===== config.mk =====
export PLATFORM = sky130hd
export DESIGN_NAME = multicycle_adder_flat
export DESIGN_NICKNAME = d
export VERILOG_FILES = /design/src/rtl/multicycle_adder_if.sv /design/src/rtl/multicycle_adder.sv /design/src/flat_wrapper.sv
export SDC_FILE = /design/constraint.sdc
export NUM_CORES = 1
export LEC_CHECK = 0
export CAP_MARGIN = 20
export CELL_PAD_IN_SITES_DETAIL_PLACEMENT = 1
export CELL_PAD_IN_SITES_GLOBAL_PLACEMENT = 1
export CORE_MARGIN = 10
export CORE_UTILIZATION = 39
export CTS_CLUSTER_DIAMETER = 30
export CTS_CLUSTER_SIZE = 24
export DETAILED_ROUTE_END_ITERATION = 16
export GPL_ROUTABILITY_DRIVEN = 0
export PLACE_DENSITY = 0.81
export SYNTH_ARGS = -nofsm -noshare
export SYNTH_HDL_FRONTEND = slang
export SYNTH_SLANG_ARGS = --single-unit

===== constraint.sdc =====
create_clock -name clk -period 3.7 [get_ports clk]
set_input_delay 0.555 -clock clk [delete_from_list [all_inputs] [get_ports clk]]
set_output_delay 0.555 -clock clk [all_outputs]
set_load 0.05 [all_outputs]

===== src/rtl/multicycle_adder_if.sv =====
`default_nettype none
// ============================================================================
// Module      : multicycle_adder_if
// Description : Handshake and data bundle for multicycle_adder.
//               The operand side (valid_in/ready_in, a, b, c_in) and the
//               result side (valid_out/ready_out, res, c_out, overflow)
//               travel together.
//               master : producer/consumer that surrounds the adder
//               slave  : the adder itself
// Revision    : 1.0  initial release
// ============================================================================
interface multicycle_adder_if #(
    parameter int WIDTH = 32
) ();
    logic             valid_in;
    logic             ready_in;
    logic [WIDTH-1:0] a;
    logic [WIDTH-1:0] b;
    logic             c_in;
    logic             valid_out;
    logic             ready_out;
    logic [WIDTH-1:0] res;
    logic             c_out;
    logic             overflow;

    modport master (
        output valid_in, a, b, c_in, ready_out,
        input  ready_in, valid_out, res, c_out, overflow
    );

    modport slave (
        input  valid_in, a, b, c_in, ready_out,
        output ready_in, valid_out, res, c_out, overflow
    );
endinterface
`default_nettype wire


===== src/rtl/multicycle_adder.sv =====
`default_nettype none
// ============================================================================
// Module      : multicycle_adder
// Description : Chunk-serial adder. Adds two WIDTH-bit operands plus carry-in
//               CHUNK bits per clock using one CHUNK-wide adder slice, over
//               N = WIDTH/CHUNK cycles. Reports carry-out and signed overflow.
// Ports       : clk    - sole clock, rising edge
//               rst_n  - synchronous active-low reset
//               bus    - multicycle_adder_if.slave: valid_in/ready_in, a, b,
//                        c_in, valid_out/ready_out, res, c_out, overflow
// Revision    : 1.0  initial release
// ============================================================================
module multicycle_adder #(
    parameter int WIDTH = 32,
    parameter int CHUNK = 4
) (
    input  wire                 clk,
    input  wire                 rst_n,
    multicycle_adder_if.slave   bus
);
    localparam int N   = WIDTH / CHUNK;
    localparam int CW  = (N > 1) ? $clog2(N) : 1;
    localparam int MSB = WIDTH - 1;

    localparam logic [CW-1:0] c_LAST = CW'(N - 1);

    localparam logic [1:0] c_IDLE = 2'd0;
    localparam logic [1:0] c_CALC = 2'd1;
    localparam logic [1:0] c_DONE = 2'd2;

    logic [1:0]       r_state;
    logic [1:0]       w_state_next;

    logic [WIDTH-1:0] r_a;
    logic [WIDTH-1:0] r_b;
    logic [WIDTH-1:0] r_sum;
    logic             r_carry;
    logic [CW-1:0]    r_cnt;
    logic [WIDTH-1:0] r_res;
    logic             r_c_out;
    logic             r_ovf;

    logic [CHUNK-1:0] w_a_chunk;
    logic [CHUNK-1:0] w_b_chunk;
    logic [CHUNK:0]   w_slice;
    logic [WIDTH-1:0] w_sum_next;
    logic             w_last;

    // ------------------------------------------------------------------
    // State register
    // ------------------------------------------------------------------
    always_ff @(posedge clk) begin
        if (!rst_n) begin
            r_state <= c_IDLE;
        end else begin
            r_state <= w_state_next;
        end
    end

    // ------------------------------------------------------------------
    // Next-state logic
    // ------------------------------------------------------------------
    assign w_last = (r_cnt == c_LAST);

    always_comb begin
        w_state_next = r_state;
        case (r_state)
            c_IDLE:  if (bus.valid_in)  w_state_next = c_CALC;
            c_CALC:  if (w_last)        w_state_next = c_DONE;
            c_DONE:  if (bus.ready_out) w_state_next = c_IDLE;
            default:                    w_state_next = c_IDLE;
        endcase
    end

    // ------------------------------------------------------------------
    // Handshake outputs, decoded from state only
    // ------------------------------------------------------------------
    always_comb begin
        bus.ready_in  = (r_state == c_IDLE);
        bus.valid_out = (r_state == c_DONE);
    end

    // ------------------------------------------------------------------
    // Chunk select and adder slice. The mux is written as a constant-index
    // loop so every part-select has a fixed base.
    // ------------------------------------------------------------------
    always_comb begin
        w_a_chunk = '0;
        w_b_chunk = '0;
        for (int i = 0; i < N; i++) begin
            if (r_cnt == CW'(i)) begin
                w_a_chunk = r_a[i*CHUNK +: CHUNK];
                w_b_chunk = r_b[i*CHUNK +: CHUNK];
            end
        end
    end

    assign w_slice = {1'b0, w_a_chunk} + {1'b0, w_b_chunk} + {{CHUNK{1'b0}}, r_carry};

    // Sum with the current chunk already merged, so the final edge can load
    // res directly without waiting a cycle for r_sum.
    always_comb begin
        w_sum_next = r_sum;
        for (int i = 0; i < N; i++) begin
            if (r_cnt == CW'(i)) begin
                w_sum_next[i*CHUNK +: CHUNK] = w_slice[CHUNK-1:0];
            end
        end
    end

    // ------------------------------------------------------------------
    // Datapath registers
    // ------------------------------------------------------------------
    always_ff @(posedge clk) begin
        if (!rst_n) begin
            r_a     <= '0;
            r_b     <= '0;
            r_sum   <= '0;
            r_carry <= 1'b0;
            r_cnt   <= '0;
            r_res   <= '0;
            r_c_out <= 1'b0;
            r_ovf   <= 1'b0;
        end else begin
            case (r_state)
                c_IDLE: begin
                    if (bus.valid_in) begin
                        r_a     <= bus.a;
                        r_b     <= bus.b;
                        r_carry <= bus.c_in;
                        r_cnt   <= '0;
                    end
                end
                c_CALC: begin
                    r_sum   <= w_sum_next;
                    r_carry <= w_slice[CHUNK];
                    r_cnt   <= r_cnt + CW'(1);
                    if (w_last) begin
                        r_res   <= w_sum_next;
                        r_c_out <= w_slice[CHUNK];
                        r_ovf   <= (r_a[MSB] == r_b[MSB]) && (w_sum_next[MSB] != r_a[MSB]);
                    end
                end
                default: begin
                end
            endcase
        end
    end

    assign bus.res      = r_res;
    assign bus.c_out    = r_c_out;
    assign bus.overflow = r_ovf;

endmodule
`default_nettype wire


===== src/flat_wrapper.sv =====
// flat-port wrapper written by rule: the top's interface ports become plain ports
module multicycle_adder_flat 
#(
    parameter int WIDTH = 32,
    parameter int CHUNK = 4
)
  (clk, rst_n, bus_valid_in, bus_a, bus_b, bus_c_in, bus_ready_out, bus_ready_in, bus_valid_out, bus_res, bus_c_out, bus_overflow);
  multicycle_adder_if #(.WIDTH(WIDTH)) bus_i ();
  input  wire clk;
  input  wire rst_n;
  input wire logic [$bits(bus_i.valid_in)-1:0] bus_valid_in;
  input wire logic [$bits(bus_i.a)-1:0] bus_a;
  input wire logic [$bits(bus_i.b)-1:0] bus_b;
  input wire logic [$bits(bus_i.c_in)-1:0] bus_c_in;
  input wire logic [$bits(bus_i.ready_out)-1:0] bus_ready_out;
  output wire logic [$bits(bus_i.ready_in)-1:0] bus_ready_in;
  output wire logic [$bits(bus_i.valid_out)-1:0] bus_valid_out;
  output wire logic [$bits(bus_i.res)-1:0] bus_res;
  output wire logic [$bits(bus_i.c_out)-1:0] bus_c_out;
  output wire logic [$bits(bus_i.overflow)-1:0] bus_overflow;
  assign bus_i.valid_in = bus_valid_in;
  assign bus_i.a = bus_a;
  assign bus_i.b = bus_b;
  assign bus_i.c_in = bus_c_in;
  assign bus_i.ready_out = bus_ready_out;
  assign bus_ready_in = bus_i.ready_in;
  assign bus_valid_out = bus_i.valid_out;
  assign bus_res = bus_i.res;
  assign bus_c_out = bus_i.c_out;
  assign bus_overflow = bus_i.overflow;
  multicycle_adder #(.WIDTH(WIDTH), .CHUNK(CHUNK)) u_core (.clk(clk), .rst_n(rst_n), .bus(bus_i));
endmodule

* After elaboration in Yosys (flattened, before gate mapping) *
Index checks and enable logic that the tools add are counted.

cells by class
  $add $sub $neg = 3
  equality and inequality tests = 14
  mux-type cells = 32
  reductions and logical operators = 8

operators by type and width
  cell                                                              count
  4-bit 2-to-1 mux                                                  24
  3-bit == test (second input constant)                             4
  3-bit by 2-bit == test with 1-bit output (second input constant)  2
  2-bit 2-to-1 mux                                                  3
  2-bit one-hot mux with 3 select lines                             1
  3-bit one-hot mux with 2 select lines                             1
  2-bit AND reduction                                               3
  4-bit by 4-bit adder with 5-bit output                            1
  5-bit by 1-bit adder with 5-bit output                            1
  2-bit != test (second input constant)                             2
  3-bit by 1-bit adder with 3-bit output (second input constant)    1
  3-bit by 1-bit == test with 1-bit output (second input constant)  1
  3-bit logical NOT                                                 1
  3-bit 2-to-1 mux                                                  1
  3-bit AND reduction                                               1
  2-bit by 1-bit == test with 1-bit output (second input constant)  1
  2-bit == test (second input constant)                             1
  2-bit logical NOT                                                 1
  2-bit by 1-bit != test with 1-bit output (second input constant)  1
  1-bit one-hot mux with 2 select lines                             1
  2-bit nonzero test                                                1
  1-bit == test                                                     1
  1-bit logical AND                                                 1
  1-bit 2-to-1 mux                                                  1
  1-bit != test                                                     1

storage, ports and cells
  flip-flop bits (word level) = 136
  input port bits = 69
  output and inout bits = 36
  logic and storage cells = 66

* Longest topological paths before layout *
  depth after elaboration = 14
  depth in mapped cells = 17
  mapped depth without buffers = 14

* Worst setup path before layout *
No wires, ideal clock.

  path kind = register to register
  from = register u_core.r_cnt[0]
  to = register u_core.r_res[5], in the netlist u_core.bus.res[5]
  setup time = 116 ps
  arrival time = 3038 ps
  required time = 3584 ps
  slack = 546 ps
  stages on the path, launching flop included = 15
  path buffers = 3
  clock period less this slack = 3154 ps
  cell sequence = dfxtp_1 ha_1 ha_1 buf_2 inv_1 clkbuf_1 o21ai_0 a2bb2oi_1 fa_1 inv_1 fa_1 clkbuf_1 mux2i_1 nand2_1 o211a_1

on the way
  word-level cells in the longest chain between the ends = 12
  elaborated cells between the ends (all ways) = 28
  those cells by class = add/sub: 2; eq/ne: 7; mux: 17; reduce/logical: 2

ends and longest elaborated chain
  element                                 RTL line                 text
  start: declaration                      multicycle_adder.sv:38   logic [CW-1:0] r_cnt;
  start signal: assignment                multicycle_adder.sv:137  r_cnt <= r_cnt + CW'(1);
  3-bit logical NOT                       multicycle_adder.sv:91   if (r_cnt == CW'(i)) begin
  4-bit 2-to-1 mux (8 in series)          multicycle_adder.sv:91
  4-bit by 4-bit adder with 5-bit output  multicycle_adder.sv:98   assign w_slice = {1'b0, w_a_chunk} + {1'b0, w_b_chunk} + {{CHUNK{1'b0}}, r_carry};
  5-bit by 1-bit adder with 5-bit output  multicycle_adder.sv:98
  4-bit 2-to-1 mux                        multicycle_adder.sv:105  if (r_cnt == CW'(i)) begin
  end signal: assignment                  multicycle_adder.sv:139  r_res <= w_sum_next;
  end: declaration                        multicycle_adder.sv:39   logic [WIDTH-1:0] r_res;

Parallel ways exist; a longest one is shown, timed or not.
A chain may end at the register's enable or synchronous reset.

* Worst setup path in the final report *
  from = register u_core.r_cnt[0]
  to = register u_core.r_res[25], in the netlist u_core.bus.res[25]

Same word-level chain as after synthesis.

==> reports/qor.yml <==
global_routing:
  gr-total-overflow: 0
  grt_antenna_before_repair: 0
  top_usage_layer: "met2"
  grt_first_pass_wirelength_mm: 29.95
  grt_pass1_vias: 5946
  grt_max_degree: 90
  use_met3: 0.04952
  met1_usage: 0.1994
  grtUsageTotal: 0.1832
  globalRouteMet2Util: 0.3269
pwr:
  p_sw_mw: 0.8704
  p_per_area_nw_per_um2: 473.6
  p_seq_frac: 0.411
  p_leak_nw: 3.003
  p_comb_frac: 0.104
  p_clk_frac: 0.485
  p_sw_frac: 0.2370
  vdd_drop_max_v: 0.0003296
  internal_power_mw: 2.802
route:
  viasPerCell: 5.464
  firstDrtPassIters: 5
  ant_nets: 0
  drc: 0
  postRouteWirelength_mm: 19.06
  dr.first_iter.drc_count: 259
  dr_total_vias: 5541
  post_drt_wl_per_cell_um: 18.80
critical_path:
  crit_chain: "inv_1, ha_2, and2_4, a21oi_1, o21ai_1, a221oi_1, a2bb2oi_1, fa_1, inv_1, fa_2, nand2_1, a311oi_1"
  start_kind: "flop"
  worst_path_max_delay_cell: "fa_2"
  cp.required_ns: 4.03
  worst-path-buf-inv: 2
  cpLargestDelayFamily: "adder cells"
  cp_common_cell: "inv_1"
  arrival_ns: 3.75
  worstSetupPathType: "reg -> reg"
  endpoint_kind: "flop"
  crit_path_max_incr_delay_ns: 0.76
  cp_max_fo: 15
cells_and_area:
  most-common-layout-cells: "nand2_1, dfxtp_1, clkdlybuf4s50_1"
  drive_above_1_share: 0.07627
  nets: 893
  final_area_um2: 7755
  area_delta_synth_final_pct: 28.91
  final_common_cell: "nand2_1"
  post-route-util: 0.5120
  antenna_cells: 0
timing:
  rsz0062_at_grt: "no"
  period_needed_ns: 3.419
  worst_pin_slew_ns: 1.007
  fin_crit_sh: 0.9240
  fin_skew_ns: 0.007733
  max_freq_mhz: 292.5
  setup_viol: 0
  tns_ns: 0
  hold_viol_final: 0
  slew_headroom: 0.3265
  maxSlewViolCount: 0
  timing.final.ws_setup_ns: 0.2811
place:
  place_hpwl_mm: 13.49
  post-place-ws_ns: -0.009401
  dpl_cell_area_um2: 7093
  port_buffers: 104
floorplanning:
  die-area_um2: 20790
  die-width_um: 144.2
  core_area_um2: 15150
  die_h_um: 144.2
  io_pins: 105
  fp-row-count: 45
  initial_utilization: 0.3972
synthesis:
  syn_nets: 819
  yosysTopAreaCellShare: 0.4393
  synth_cell_types: 51
  synthFlopType: "dfxtp_1"
  syn_area_um2: 6016
  synth-seq-cells: 132
  synth_area_leaders: "dfxtp_1, nand2_1, a21boi_0"
  yosysWarnings: 0
  ys_seq_area_frac: 0.4393
  syn_inst: 739
  syn_avg_cell_area_um2: 8.140
  async_flop_share: 0
  synth_top_area_cell: "dfxtp_1"
  synth_edf_count: 0
clocking:
  postCtsSetupBuffers: 0
  clkLatencyLatePin_ns: 0.43
  cts_sinks: 132
  numCtsBuffers: 17
  clk_path_buf_depth: 2
  clk_pin_slew_ns: 0.06
  cts_tree: "built"
  htree_levels: 4
  cts_root_buf: "clkbuf_16"
worst_hold_path:
  holdCritPathClass: "reg -> reg"
outcome:
  status: "finished, final reports clean"
run:
  max_cap_violations: 0
==> final timing paths <==
check / start / to / slack [ns] / cells past startpoint
max: u_core.r_cnt[0] / u_core.bus.res[25] / 0.28 / 12
min: u_core.bus.res[22] / u_core.bus.res[22] / 0.45 / 2
max reg2reg: u_core.r_cnt[0] / u_core.bus.res[25] / 0.28 / 12
min reg2reg: u_core.bus.res[22] / u_core.bus.res[22] / 0.45 / 2
==> cells by family after synthesis <==
logic type	Yosys count	synth area share
fa+ha+maj	11	0.02537
simple gates	291	0.2084
flops	132	0.4393
xor+xnor	2	0.004161
compound gates	218	0.2423
buf+inv	72	0.05886
mux	13	0.02163
==> power groups by stage <==
stage / sequential (mW) / combinational [mW] / clock (mW)
global placement: 1.54 / 0.357 / 0
CTS: 1.51 / 0.378 / 1.80
detailed placement: 1.54 / 0.370 / 0
finish: 1.51 / 0.382 / 1.78
global route: 1.51 / 0.418 / 1.88
floorplan: 1.52 / 0.235 / 0
==> layer usage <==
| layer | wire [um] | vias up |
|---|---|---|
| met5 | 0 | - |
| met2 | 9667 | 142 |
| met4 | 583 | 0 |
| met1 | 7783 | 2707 |
| li1 | - | 2655 |
| met3 | 1024 | 37 |
==> stage by stage <==
step | power [mW] | hold slack [ns] | instances
after global routing | 3.806 | 0.4795 | 1014
final | 3.673 | 0.4514 | 1014
after CTS | 3.688 | 0.4567 | 1014
after floorplan | 1.755 | 0.4320 | 739
after detailed placement | 1.907 | 0.4490 | 982
after global placement | 1.893 | 0.4374 | 982
==> layout make-up <==
| cell class | count | area [um2] |
|---|---|---|
| multi-input combinational | 535 | 3054 |
| clock inverter | 8 | 120.1 |
| inverter | 9 | 37.54 |
| fill | 1779 | 7391 |
| sequential | 132 | 2643 |
| tap | 188 | 235.2 |
| timing repair buffer | 118 | 1154 |
| clock buffer | 24 | 511.7 |
==> registers in the layout, indices dropped and copies added (netlist names) <==
register / cells
u_core.bus.c_out: 1
u_core.bus.overflow: 1
u_core.bus.res: 32
u_core.r_a: 32
u_core.r_b: 32
u_core.r_carry: 1
u_core.r_cnt: 3
u_core.r_state: 2
u_core.r_sum: 28
==> repair_timing <==
| action | 4_1_cts | 5_1_grt |
|---|---|---|
| hold buffers | 0 | 0 |
| gates resized for setup | 2 | 6 |
| endpoints found under the setup margin | 6 | 34 |
| pin swaps | 0 | 0 |
| endpoints found under the hold margin | 0 | 0 |
==> cell usage after synthesis (2+ instances only) <==
| master | instances |
|---|---|
| and3b_1 | 6 |
| o211a_1 | 15 |
| o21ai_0 | 32 |
| clkbuf_1 | 20 |
| and2_1 | 6 |
| inv_1 | 7 |
| o2111ai_1 | 6 |
| a21oi_1 | 66 |
| clkinv_1 | 2 |
| nor2b_1 | 19 |
| nor2_1 | 20 |
| a311oi_1 | 4 |
| a21boi_1 | 6 |
| mux2i_1 | 13 |
| nand3_1 | 2 |
| buf_4 | 10 |
| a2bb2oi_1 | 7 |
| o21ai_1 | 2 |
| a211oi_1 | 4 |
| a221oi_1 | 7 |
| dfxtp_1 | 132 |
| buf_2 | 28 |
| nor2_2 | 2 |
| clkbuf_2 | 3 |
| a21boi_0 | 47 |
| nand2_1 | 223 |
| fa_1 | 2 |
| ha_1 | 9 |
| nor3_1 | 3 |
| o211ai_1 | 15 |
==> worst register-to-register path, delay by kind of cell, from the launching register on <==
family,cells,cell delay [ns]
AO/OA/AOI/OAI,5,1.10
adder cells (fa/ha/maj),3,1.26
buffers and inverters,2,0.18
flip-flops,1,0.42
AND/OR/NAND/NOR,2,0.37
Power figures use the tool's default switching activity.
